File: src/rtl/seq_det_pkg.sv
// Shared constants and the KMP-style transition function for the parametrised sequence detector.
package seq_det_pkg;

    localparam int MAX_PAT_W = 16;

    typedef enum logic {
        MODE_NONOVL = 1'b0,
        MODE_OVL    = 1'b1
    } ovl_mode_e;

    function automatic int st_w(input int pat_w);
        return $clog2(pat_w + 1);
    endfunction

    // Longest j <= min(k+1, pat_w) where the last j bits of (prefix_k, din) equal the first j pattern bits.
    // Pattern bit i (i = 0 is received first) lives at pat[pat_w-1-i].
    function automatic logic [4:0] match_len(
        input logic [MAX_PAT_W-1:0] pat,
        input int                   pat_w,
        input int                   k,
        input logic                 din,
        input logic                 ovl
    );
        int         klen;
        int         lim;
        int         idx;
        logic       ok;
        logic       found;
        logic       sb;
        logic [4:0] res;

        klen  = (k >= pat_w && ovl_mode_e'(ovl) == MODE_NONOVL) ? 0 : k;
        lim   = (klen + 1 < pat_w) ? klen + 1 : pat_w;
        res   = '0;
        found = 1'b0;
        for (int j = MAX_PAT_W; j >= 1; j--) begin
            if (!found && j <= lim) begin
                ok = 1'b1;
                for (int t = 0; t < MAX_PAT_W; t++) begin
                    if (t < j) begin
                        idx = klen + 1 - j + t;
                        sb  = (idx == klen) ? din : pat[4'(pat_w - 1 - idx)];
                        if (sb != pat[4'(pat_w - 1 - t)]) ok = 1'b0;
                    end
                end
                if (ok) begin
                    res   = 5'(j);
                    found = 1'b1;
                end
            end
        end
        return res;
    endfunction

endpackage

File: src/rtl/seq_det_next.sv
// Combinational next-state function of the sequence detector (thin wrapper around match_len).
module seq_det_next
    import seq_det_pkg::*;
#(
    parameter int PAT_W = 3
) (
    input  logic [MAX_PAT_W-1:0]    i_pat,
    input  logic [st_w(PAT_W)-1:0]  i_k,
    input  logic                    i_din,
    input  logic                    i_ovl,
    output logic [st_w(PAT_W)-1:0]  o_next
);

    localparam int ST_W = st_w(PAT_W);

    assign o_next = ST_W'(match_len(i_pat, PAT_W, int'(i_k), i_din, i_ovl));

endmodule

File: src/rtl/seq_detector_param.sv
// Parametrised Moore sequence detector with run-time pattern load and overlap select.
// Optional saturating match counter is enabled by defining SEQ_DET_CNT_EN.
module seq_detector_param
    import seq_det_pkg::*;
#(
    parameter int               PAT_W   = 3,
    parameter logic [PAT_W-1:0] PATTERN = 3'b101,
    parameter int               CNT_W   = 8
) (
    input  logic                    clk,
    input  logic                    rst_n,
    input  logic                    en,
    input  logic                    din,
    input  logic                    overlap,
    input  logic                    pat_load,
    input  logic [PAT_W-1:0]        pat_in,
    output logic                    detect,
    output logic [st_w(PAT_W)-1:0]  state
`ifdef SEQ_DET_CNT_EN
    ,
    output logic [CNT_W-1:0]        match_cnt
`endif
);

    localparam int ST_W = st_w(PAT_W);

    logic [PAT_W-1:0]     r_pat;
    logic [ST_W-1:0]      r_state;
    logic [ST_W-1:0]      w_next;
    logic [MAX_PAT_W-1:0] w_pat_ext;

    assign w_pat_ext = MAX_PAT_W'(r_pat);

    seq_det_next #(
        .PAT_W (PAT_W)
    ) u_next (
        .i_pat  (w_pat_ext),
        .i_k    (r_state),
        .i_din  (din),
        .i_ovl  (overlap),
        .o_next (w_next)
    );

    // A pattern load restarts matching and drops whatever bit arrives in the same cycle.
    always_ff @(posedge clk or negedge rst_n) begin
        if (!rst_n) begin
            r_pat   <= PATTERN;
            r_state <= '0;
        end else if (pat_load) begin
            r_pat   <= pat_in;
            r_state <= '0;
        end else if (en) begin
            r_state <= w_next;
        end
    end

    assign state  = r_state;
    assign detect = (r_state == ST_W'(PAT_W));

`ifdef SEQ_DET_CNT_EN
    logic [CNT_W-1:0] r_cnt;

    always_ff @(posedge clk or negedge rst_n) begin
        if (!rst_n) begin
            r_cnt <= '0;
        end else if (!pat_load && en && w_next == ST_W'(PAT_W) && r_cnt != '1) begin
            r_cnt <= r_cnt + 1'b1;
        end
    end

    assign match_cnt = r_cnt;
`endif

endmodule
File: config.mk
export PLATFORM = sky130hd
export DESIGN_NAME = seq_detector_param
export DESIGN_NICKNAME = d
export VERILOG_FILES = /design/src/rtl/seq_det_pkg.sv /design/src/rtl/seq_det_next.sv /design/src/rtl/seq_detector_param.sv
export SDC_FILE = /design/constraint.sdc
export NUM_CORES = 1
export LEC_CHECK = 0
export ABC_AREA = 1
export BUFFER_PORTS_ARGS = -buffer_cell sky130_fd_sc_hd__buf_2
export CELL_PAD_IN_SITES_DETAIL_PLACEMENT = 2
export CELL_PAD_IN_SITES_GLOBAL_PLACEMENT = 2
export CORE_MARGIN = 2
export CORE_UTILIZATION = 26
export CTS_BUF_LIST = sky130_fd_sc_hd__clkbuf_16
export DETAILED_ROUTE_END_ITERATION = 6
export PLACE_DENSITY = 0.78
export SLEW_MARGIN = 20
export SYNTH_ARGS = -nofsm -noshare
export SYNTH_HDL_FRONTEND = slang
export SYNTH_SLANG_ARGS = --single-unit
File: constraint.sdc
create_clock -name clk -period 2.27 [get_ports clk]
set_input_delay 0 -clock clk [delete_from_list [all_inputs] [get_ports clk]]
set_output_delay 0 -clock clk [all_outputs]
set_load 0.01 [all_outputs]
# Word level (Yosys, flattened, before mapping)
# Cells that the tools add are included.
# totals
inputBits	9
regBits	5
out_inout_bits	3
# op_classes
n_addsub	121
n_bitwise	1
n_eq_ne	106
magnitude_cmp	78
n_mux	381
n_reduce_logical	32
# ops
operator	n
$eq A32 B3 Y1	60
$add A32 B2 Y32 const B	16
$add A32 B5 Y32 const B	15
$add A32 B3 Y32 const B	14
$lt A4 B6 Y1 const B	60
$mux W1	286
$le A5 B32 Y1 const A	8
$sub A32 B5 Y32 const B	8
$bmux W1 S4	60
$sub A3 B4 Y4 const A	60
$le A4 B32 Y1 const A	4
$sub A32 B4 Y32 const B	4
$mux W2	34
$le A3 B32 Y1 const A	2
$sub A32 B3 Y32 const B	2
$ne A1 B1 Y1	45
$le A2 B32 Y1 const A	1
$le A6 B32 Y1 const A	1
$lt A32 B3 Y1 const B	1
$mux W32	1
$sub A32 B2 Y32 const B	1
$sub A32 B6 Y32 const B	1
$logic_and A1 B1 Y1	16
$logic_not A1 Y1	15
other kinds (4)	4

# Logic depth before layout (Yosys ltp)
# depth
ltp_word	99
depth_mapped	14
mapped_depth_nobuf	14

# Cells and area by module
# Synthesis repeated with hierarchy kept, for this count alone.
# hier_totals
hier_cells	92
hier_area_um2	553.0
# modules_own_cells
module	seq_area_each_um2	area_per_inst_um2	n_inst	cells_per_inst
seq_det_next	0.0	347.8	1	67
seq_detector_param	127.6	205.2	1	25

# Least setup slack after synthesis
# OpenSTA, ideal clock, no wires.
# synth_path
path_kind	reg2reg
from	reg r_state[0], in the netlist state[0]
to	reg r_state[0], in the netlist state[0]
slack_ns	0.199
synth_period_minus_slack_ns	2.071
t_arrival_ns	1.955
stages_incl_launch_ff	14
setup_time_ns	0.117
path_buffers	0
path_cell_list	dfrtp_1 -> ha_1 -> nand2_2 -> o21ai_1 -> clkinv_1 -> ha_1 -> nand3_1 -> nand3_1 -> nand2_1 -> nand2_1 -> nand2_1 -> nand2_1 -> nand2_1 -> nand2_1
# synth_via
elab_chain_cells	69
# synth_lines
item	line_no	rtl
start, declared	seq_detector_param.sv:28	logic [ST_W-1:0] r_state;
start signal, assigned	seq_detector_param.sv:53	r_state <= w_next;
$ge A2 B2 Y1	seq_det_pkg.sv:32	klen = (k >= pat_w && ovl_mode_e'(ovl) == MODE_NONOVL) ? 0 : k;
$logic_and A1 B1 Y1	seq_det_pkg.sv:32	
$mux W2 (*)	seq_det_pkg.sv:32	
$add A32 B2 Y32	n/a	
$sub A32 B6 Y32	n/a	
$add A32 B2 Y32 or $sub A3 B4 Y4 (tied branches)	seq_det_pkg.sv:41, seq_det_pkg.sv:42	
$sub A3 B4 Y4 or $bmux W1 S4 (tied branches)	seq_det_pkg.sv:42	sb = (idx == klen) ? din : pat[4'(pat_w - 1 - idx)];
$bmux W1 S4 or $mux W1 (tied branches)	seq_det_pkg.sv:42	
[53 not listed]	n/a	
$logic_not A1 Y1	seq_det_pkg.sv:37	if (!found && j <= lim) begin
$logic_and A1 B1 Y1	seq_det_pkg.sv:37	
$mux W1	seq_det_pkg.sv:37	
$logic_not A1 Y1	seq_det_pkg.sv:37	
$logic_and A1 B1 Y1	seq_det_pkg.sv:37	
$mux W2 (*)	seq_det_pkg.sv:37	
$mux W2 (*)	seq_detector_param.sv:52	end else if (en) begin
$mux W2 (*)	seq_detector_param.sv:49	end else if (pat_load) begin
# Every way passes the cells marked *; elsewhere a longest branch is shown, timed or not. The select of a mux whose other input is x is not followed.
# A chain may end at the register's enable or synchronous reset.

# Worst setup path in the final report
# layout_path
from	reg r_state[1], in the netlist state[1]
to	reg r_state[0], in the netlist state[0]
# Same word-level chain as after synthesis.

==> impl_metrics.json <==
{
  "status": "finished, final reports clean",
  "drive_gt1_share_pct": 34.8,
  "leakagePower_nw": 0.362,
  "globalplace.congestion": 0.767,
  "netlist.area_leader.share_pct": 16.1,
  "synth_edf_count": 0,
  "synth.most_common_cell": "nand2_1",
  "required_ps": 2380,
  "crit_slowest_cell": "dfrtp_2",
  "hold_viol": 0,
  "syn_inst": 70,
  "ys_ff_latch": 5,
  "htree_levels": 1,
  "nets": 103,
  "rsz0062_at_grt": "false",
  "insertion_delay_ps": 230,
  "dp_hpwl_mm": 1.35,
  "synth_common_cells": "21 x nand2_1, 7 x inv_1, 7 x nand3_1",
  "dieArea_um2": 2250,
  "grt_overflow": 0,
  "first_pass_iters": 2,
  "fin_crit_sh_pct": 90.5,
  "drt-total-wl_mm": 1.60,
  "slew_headroom_pct": 79.5,
  "finalSetupTns_ps": 0,
  "portBuffers": 11,
  "reg2reg_depth": 13,
  "avgSynthCellArea_um2": 7.01,
  "initial_utilization_pct": 28.1,
  "cts_buffers": 3,
  "crit_family": "simple AND/OR/NAND/NOR gates",
  "powerDensity_nw_per_um2": 719,
  "synth_area_um2": 490,
  "grt_util_all_layers_pct": 17.8,
  "critPathKind": "flop to flop",
  "synthArstFlopShare_pct": 100,
  "clock_path_buffers": 2,
  "hold_path_class": "input port to flop",
  "synth_nets": 83,
  "die_h_um": 47.4,
  "whs_path_depth": 3,
  "grt_antenna_before_repair": 0,
  "swShare_pct": 26.3,
  "crit_path_end_kind": "flop",
  "cp_common_cell": "nand2_1",
  "power_switching_uw": 131,
  "synth_area_leaders": "nand2_1 16%, dfrtp_1 15%, dfstp_2 11%, ha_1 10%, nand3_1 7.1%",
  "area_growth_pct": 41.1,
  "finalCriticalPeriod_ps": 2060,
  "grt_pass1_vias": 630,
  "n_antenna_cell": 0,
  "root_buffer": "clkbuf_16",
  "cts_tree": "done",
  "ys_seq_area_share_pct": 26.0,
  "antenna_left": 0,
  "core_um2": 1750,
  "drt-initial-drc-count": 3,
  "drv_slew": 0,
  "critPathMaxFanout": 6,
  "viasPerCell": 4.67,
  "whs_ps": 14.8,
  "clock-skew-final_ps": 1.03,
  "vias": 532,
  "cp.buffers_inverters": 1,
  "p_seq_share_pct": 21.8,
  "clk_pin_slew_worst_paths_ps": 30,
  "ir_drop_uv": 558,
  "finalSetupViolCount": 0,
  "p_int_uw": 367,
  "synth_warnings": 0,
  "cts.sinks": 5,
  "cp_cell_sequence": "ha_1 > buf_4 > a21oi_4 > nor2_1 > ha_1 > nand3_1 > nand3_1 > nand2_1 > nand2_1 > nand2_1 > nand2_1 > nand2_1 > nand2_1",
  "comb_power_share_pct": 21.0,
  "crit_cells": 13,
  "die_x_um": 47.4,
  "power.share.clock_pct": 57.2,
  "ys.flop_type": "dfrtp_1",
  "maxCapViolCount": 0,
  "ios": 12,
  "max_stage_delay_ps": 450,
  "ys_types": 20,
  "grt_pass1_wl_mm": 2.78,
  "routedWlPerCell_um": 14.1,
  "start_kind": "flop",
  "fmax_mhz": 487,
  "yosys.area.top_type": "nand2_1",
  "grt_max_degree": 9,
  "post-route-drc-count": 0,
  "std_cell_rows": 15,
  "cp.arrival_ps": 2170,
  "tightest_slew_ps": 306
}
-- power groups by stage --
| stage | clock, mW | combinational [mW] | sequential, mW |
|---|---|---|---|
| after floorplan | 0 | 0.0631 | 0.110 |
| after global routing | 0.293 | 0.119 | 0.110 |
| final | 0.285 | 0.104 | 0.109 |
| after CTS | 0.287 | 0.106 | 0.109 |
| after detailed placement | 0 | 0.102 | 0.110 |
| after global placement | 0 | 0.0950 | 0.108 |
-- repair_timing --
item,4_1_cts,5_1_grt
resized for setup,0,2
buffers inserted,0,0
hold buffers,2,0
endpoints found under the setup margin,0,1
hold endpoints to repair,6,0
-- worst paths after layout --
path                            startpoint       end  slack [ps]
worst max register to register    state[1]  state[0]         210
worst max-delay path              state[1]  state[0]         210
min in group asynchronous            rst_n  r_pat[1]         130
worst min register to register    r_pat[0]  r_pat[0]         560
worst min-delay path             pat_in[0]  r_pat[0]          10
max in group asynchronous            rst_n  r_pat[2]        1930
-- through the flow --
| stage | total power [mW] | area, µm² | setup slack [ps] | util, % | cells |
|---|---|---|---|---|---|
| final | 0.498 | 692 | 215 | 39.6 | 114 |
| after global routing | 0.523 | 692 | 58.9 | 39.6 | 114 |
| after CTS | 0.502 | 691 | 43.1 | 39.6 | 114 |
| after detailed placement | 0.211 | 592 | 103 | 33.9 | 108 |
| after global placement | 0.203 | 592 | 295 | 33.9 | 108 |
| after floorplan | 0.173 | 490 | 199 | - | 70 |
-- worst min-delay path, delay by kind of cell --
family          cells  cell delay [ps]
buf+inv             1               80
compound gates      1               70
simple gates        1               50
-- metal layers --
layer | global-route usage, % | vias to the layer above | wire, µm
met5 | 0 | - | 0
met4 | 9.44 | 0 | 34
met3 | 0.377 | 4 | 36
met2 | 32.2 | 13 | 894
met1 | 21.4 | 258 | 639
li1 | - | 257 | -
-- layout by cell type, fill, tap and decap left out, drive strengths merged --
master / netlist / routed
nor2: 6 / 6
nand4: 1 / 1
a21oi: 3 / 3
xnor2: 1 / 1
buf: 0 / 13
dlygate4sd3: 0 / 2
dfrtp: 3 / 3
nand3: 10 / 10
inv: 9 / 11
xor2: 2 / 2
ha: 4 / 4
dfstp: 2 / 2
o21ai: 4 / 4
clkbuf: 0 / 3
nand2: 24 / 24
-- kinds of logic after synthesis --
group	share of synthesized area, %
buf+inv	7.65
xor+xnor	5.36
compound gates	10.2
simple gates	40.6
flops	26.0
fa+ha+maj	10.2
-- flip-flops by register name (all words and copies together), names as in the netlist --
register and cells:
r_pat 3, state 2
-- final cells by class --
cell class	instances	area, µm²
clock buffer	3	75.1
clock inverter	1	3.75
fill	220	1050
inverter	10	37.5
multi-input combinational	55	325
sequential	5	129
tap	25	31.3
timing repair buffer	15	90.1
(Power assumes the default switching activity.)
